`src/rtl/reg_file_raw.sv`:
```
// Operand-fetch stage: 32x32 register file with a pending-write scoreboard.
// It stalls decode on RAW/WAW hazards and bypasses same-cycle writeback data.
module reg_file_raw #(
   parameter int XLEN = 32,
   parameter int NREG = 32,
   localparam int AW  = $clog2(NREG)
) (
   input  logic            clk,
   input  logic            rst,
   input  logic            DCR_valid,
   input  logic [AW-1:0]   DCR_rs1_addr,
   input  logic [AW-1:0]   DCR_rs2_addr,
   input  logic [AW-1:0]   DCR_rd_addr,
   input  logic            DCR_rd_wen,
   output logic            DCR_ready,
   input  logic            WB_wr_en,
   input  logic [AW-1:0]   WB_rd_addr,
   input  logic [XLEN-1:0] WB_rd_val,
   output logic            RAW_valid,
   output logic [XLEN-1:0] RAW_rs1_val,
   output logic [XLEN-1:0] RAW_rs2_val,
   output logic            RAW_stall,
   output logic [NREG-1:0] TRACE_pending
);

   logic [XLEN-1:0] r_regs [NREG];
   logic [NREG-1:0] r_pending;

   logic            w_wbHit;
   logic [NREG-1:0] w_wbMask;
   logic [NREG-1:0] w_setMask;
   logic [NREG-1:0] w_pendEff;
   logic            w_stall;
   logic            w_issue;
   logic [XLEN-1:0] w_rs1Val;
   logic [XLEN-1:0] w_rs2Val;

   assign w_wbHit = WB_wr_en && (WB_rd_addr != '0);

   always_comb begin
      w_wbMask = '0;
      if (w_wbHit) begin
         w_wbMask[WB_rd_addr] = 1'b1;
      end
   end

   // A register being written back this cycle no longer blocks decode.
   assign w_pendEff = r_pending & ~w_wbMask;

   assign w_stall   = DCR_valid && (w_pendEff[DCR_rs1_addr] || w_pendEff[DCR_rs2_addr] ||
                                    (DCR_rd_wen && w_pendEff[DCR_rd_addr]));
   assign DCR_ready = !w_stall && !rst;
   assign w_issue   = DCR_valid && DCR_ready;

   always_comb begin
      w_setMask = '0;
      if (w_issue && DCR_rd_wen && (DCR_rd_addr != '0)) begin
         w_setMask[DCR_rd_addr] = 1'b1;
      end
   end

   function automatic logic [XLEN-1:0] readOperand(input logic [AW-1:0] addr);
      if (addr == '0) begin
         return '0;
      end else if (w_wbHit && (WB_rd_addr == addr)) begin
         return WB_rd_val;
      end else begin
         return r_regs[addr];
      end
   endfunction

   assign w_rs1Val = readOperand(DCR_rs1_addr);
   assign w_rs2Val = readOperand(DCR_rs2_addr);

   always_ff @(posedge clk) begin
      if (rst) begin
         for (int i = 0; i < NREG; i++) begin
            r_regs[i] <= '0;
         end
      end else if (w_wbHit) begin
         r_regs[WB_rd_addr] <= WB_rd_val;
      end
   end

   // Set beats clear when an issue re-targets a register being written back.
   always_ff @(posedge clk) begin
      if (rst) begin
         r_pending <= '0;
      end else begin
         r_pending <= ((r_pending & ~w_wbMask) | w_setMask) & ~{{(NREG-1){1'b0}}, 1'b1};
      end
   end

   always_ff @(posedge clk) begin
      if (rst) begin
         RAW_valid   <= 1'b0;
         RAW_stall   <= 1'b0;
         RAW_rs1_val <= '0;
         RAW_rs2_val <= '0;
      end else begin
         RAW_valid <= w_issue;
         RAW_stall <= w_stall;
         if (w_issue) begin
            RAW_rs1_val <= w_rs1Val;
            RAW_rs2_val <= w_rs2Val;
         end
      end
   end

   assign TRACE_pending = r_pending;

endmodule

```
`config.mk`:
```
export PLATFORM = sky130hd
export DESIGN_NAME = reg_file_raw
export DESIGN_NICKNAME = d
export VERILOG_FILES = /design/src/rtl/reg_file_raw.sv
export SDC_FILE = /design/constraint.sdc
export NUM_CORES = 2
export LEC_CHECK = 0
export BUFFER_PORTS_ARGS = -buffer_cell sky130_fd_sc_hd__buf_2
export CORE_UTILIZATION = 30
export DETAILED_ROUTE_END_ITERATION = 6
export GPL_ROUTABILITY_DRIVEN = 0
export HOLD_SLACK_MARGIN = 0.15
export PLACE_DENSITY = 0.44
export SYNTH_ARGS = -nofsm -noshare
export SYNTH_HDL_FRONTEND = slang
export SYNTH_SLANG_ARGS = --single-unit
export TNS_END_PERCENT = 5
```
`constraint.sdc`:
```
create_clock -name clk -period 5.1 [get_ports clk]
set_input_delay 0.51 -clock clk [delete_from_list [all_inputs] [get_ports clk]]
set_output_delay 0.51 -clock clk [all_outputs]
set_load 0.02 [all_outputs]
```
==> flow_summary_export.csv <==
group,metric,value,unit
status,status,"completed",
logic_synthesis,synth-async-reset-ratio,0,
setup_path,cp_common_cell,"buf_2",
logic_synthesis,ys_warn_count,0,
global_routing,grt_util_met1,0.3323,
layout,seq_area,32690,µm²
floorplan,dieArea,201500,µm²
sta,setup-tns-final,0,ps
global_routing,busiest_layer,"met2",
setup_path,reg2regPathDepth,9,
setup_path,crit_fanout,29,
sta,setup_viol,0,
routing,drt_iter0_markers,4882,
floorplan,fp.dieW,448.9,µm
cts,cts-root-buf,"clkbuf_16",
run,maxCapViolCount,0,
cts,cts_buffers,134,
worst_hold_path,hold_path_class,"primary input to flip-flop",
cts,clkSinkCount,1121,
routing,num_vias,37490,
global_routing,antenna_found_initial,47,
routing,wirelength,239600,µm
sta,relSlewSlack,0.1649,
logic_synthesis,synth_edf_count,1024,
layout,final_cell_mix,"edfxtp_1 (1,024), and2_1 (999), mux4_2 (643), nand2_1 (148), buf_2 (143)",
layout,drive_above_1_share,0.2979,
pwr,powerDensity,336.1,nW/µm²
global_routing,grt_pass1_vias,37320,
logic_synthesis,synthCells,3899,
setup_path,cp_data_arrival_time,3740,ps
setup_path,critPathCaptureType,"primary output",
setup_path,worstSetupPathType,"primary input to primary output",
global_routing,grt_max_degree,96,
cts,clock_path_buffers,3,
logic_synthesis,synth_cell_types,76,
logic_synthesis,yosys.area.top_type_share,0.5132,
setup_path,required,4590,ps
layout,final_common_cell,"edfxtp_1",
floorplan,dieHeight,448.9,µm
floorplan,ios,156,
layout,fin_nets,3995,
routing,routedWlPerCell,35.73,µm
logic_synthesis,synth_seq_cells,1121,
logic_synthesis,avgSynthCellArea,15.37,µm²
global_routing,gr-usage-all-layers,0.2356,
sta,max_freq,235.4,MHz
global_routing,grt_use_met3,0.04391,
sta,rsz0062_at_grt,"no",
cts,cts_tree,"yes",
global_routing,grt_first_pass_wirelength,326900,µm
pwr,peakVddDrop,0.2351,mV
worst_hold_path,min_path_cells,4,
cts,clk_latency,810,ps
routing,routed_via_density,5.589,
setup_path,cp_num_buf_inv,2,
setup_path,crit_cells,10,
logic_synthesis,synthesis.area,59920,µm²
sta,worst_pin_slew,1248,ps
routing,drtPass1Iterations,6,
global_routing,grtUsageMet2,0.3721,
setup_path,cp_slowest_cell,"nand4b_1",
cts,post_cts_buffers,0,
cts,h-tree-depth,4,
layout,multiInputGateArea,26140,µm²
sta,skew,33.05,ps
sta,finalCritPeriodShare,0.8330,
pwr,p_total,23.04,mW
cts,clkTransAtPathRegs,70,ps
setup_path,r2r_slack,1880,ps
floorplan,initial_core_util,0.3029,
logic_synthesis,synth_area_leaders,"edfxtp_1 (51%), mux4_2 (24%), and2_1 (10%), dfxtp_1 (3.2%), mux2i_1 (2.4%)",
setup_path,critPathMaxStageDelay,730,ps
sta,hold_violations,0,
logic_synthesis,yosysTopAreaCell,"edfxtp_1",
place,dp_hpwl,134700,µm
floorplan,row_count,163,
global_routing,grt.overflow.total,0,
sta,period_needed,4248,ps
logic_synthesis,ys_seq_area_frac,0.5456,
setup_path,cp-start-kind,"primary input",
setup_path,path_cells,"buf_2 > nand4b_1 > o21ai_4 > mux2i_1 > and4b_1 > nor4b_2 > o211ai_1 > or3_1 > a21oi_1 > buf_2",
pwr,p_leak,23.29,nW
place,port_buffers,154,
layout,syn_to_final_growth,14.36,%
cts,post_cts_resized,0,
layout,nFillCells,18960,
sta,slew_viol_final,0,
floorplan,coreArea,197800,µm²
routing,ant_nets,0,
logic_synthesis,synth_top_flop_cell,"edfxtp_1",
routing,route.detailed.drc,0,
setup_path,critical_path.top_delay_family,"simple AND/OR/NAND/NOR gates",
-- synth_stat cells (5+ instances only) --
library cell	number
clkbuf_1	314
nor3b_1	6
o2bb2ai_1	6
nand4_1	5
edfxtp_1	1024
buf_2	61
a21o_1	6
buf_4	9
buf_1	35
nand3b_1	5
nand2_1	152
nand2b_1	7
and3_1	15
a31oi_1	8
nor2b_1	12
xnor2_1	8
inv_1	8
o211ai_1	69
a41o_1	9
and3b_1	5
nand3_1	10
mux4_2	643
and2_1	999
dfxtp_1	97
nor3_1	17
nor2_1	74
a31o_2	7
o21ai_0	39
o21ai_1	13
a21oi_1	11
mux2i_1	141
-- where the power goes --
part	internal [mW]	total, mW	switching [mW]	leakage, nW
Clock	5.24	9.34	4.10	1.99
Sequential	10.5	10.8	0.245	10.6
Combinational	1.23	2.91	1.68	10.7
Total	17.0	23.0	6.03	23.3
-- per-stage QoR --
step	utilization	hold slack (ps)	cells	area [µm²]	worst slack, ps
6_report	0.3464	288.6	6707	68530	851.9
5_1_grt	0.3461	245.8	6684	68470	679.3
4_1_cts	0.3461	201.8	6681	68460	876.6
3_5_place_dp	0.3254	444.3	6441	64370	805.6
3_3_place_gp	0.3254	443.5	6441	64370	851.7
2_1_floorplan	-	533.2	3931	60040	1200
-- cell type report --
class | count | share of cell area
timing repair buffer | 295 | 0.03224
tap | 2640 | 0.04820
clock inverter | 50 | 0.005970
antenna | 26 | 0.0009494
multi-input combinational | 2377 | 0.3814
sequential | 1121 | 0.4771
inverter | 9 | 0.0005660
clock buffer | 189 | 0.05362
-- per-layer routing --
layer / vias to the layer above / part of all wire
met5: - / 0.00024
met4: 10 / 0.024
met3: 294 / 0.078
met2: 1706 / 0.47
met1: 20330 / 0.43
li1: 15150 / -
-- kinds of logic (layout without fill, tap and decap cells) --
family | after synthesis | count (layout) | share of synthesized area
simple gates | 1331 | 1331 | 0.1310
flops | 1121 | 1121 | 0.5456
compound gates | 215 | 215 | 0.02591
buf+inv | 433 | 543 | 0.03003
other cells | 1 | 59 | 0.00006258
mux | 787 | 787 | 0.2658
xor+xnor | 11 | 11 | 0.001608
-- worst paths after layout --
path | startpoint | end
max reg2reg | TRACE_pending[18]$_SDFF_PP0_ | RAW_rs1_val[14]$_SDFFE_PP0P_
min | DCR_rd_wen | TRACE_pending[15]$_SDFF_PP0_
max | WB_rd_addr[4] | DCR_ready
min reg2reg | RAW_rs2_val[2]$_SDFFE_PP0P_ | RAW_rs2_val[2]$_SDFFE_PP0P_
-- tightest hold or removal path, cell delays in order --
cell	delay, ps
buf_2	130
nand4_1	190
nor2_1	90
o2bb2ai_1	130
-- registers in the layout, summed over array words and instances, names as in the netlist --
register	cells
RAW_stall	1
RAW_rs1_val	32
RAW_rs2_val	32
r_regs	1024
TRACE_pending	31
RAW_valid	1
-- timing repair --
action | CTS | global route
setup endpoints to repair | 0 | 0
endpoints found under the hold margin | 1 | 0
hold buffers | 1 | 0
No activity file was read; power rests on OpenSTA's default activity.
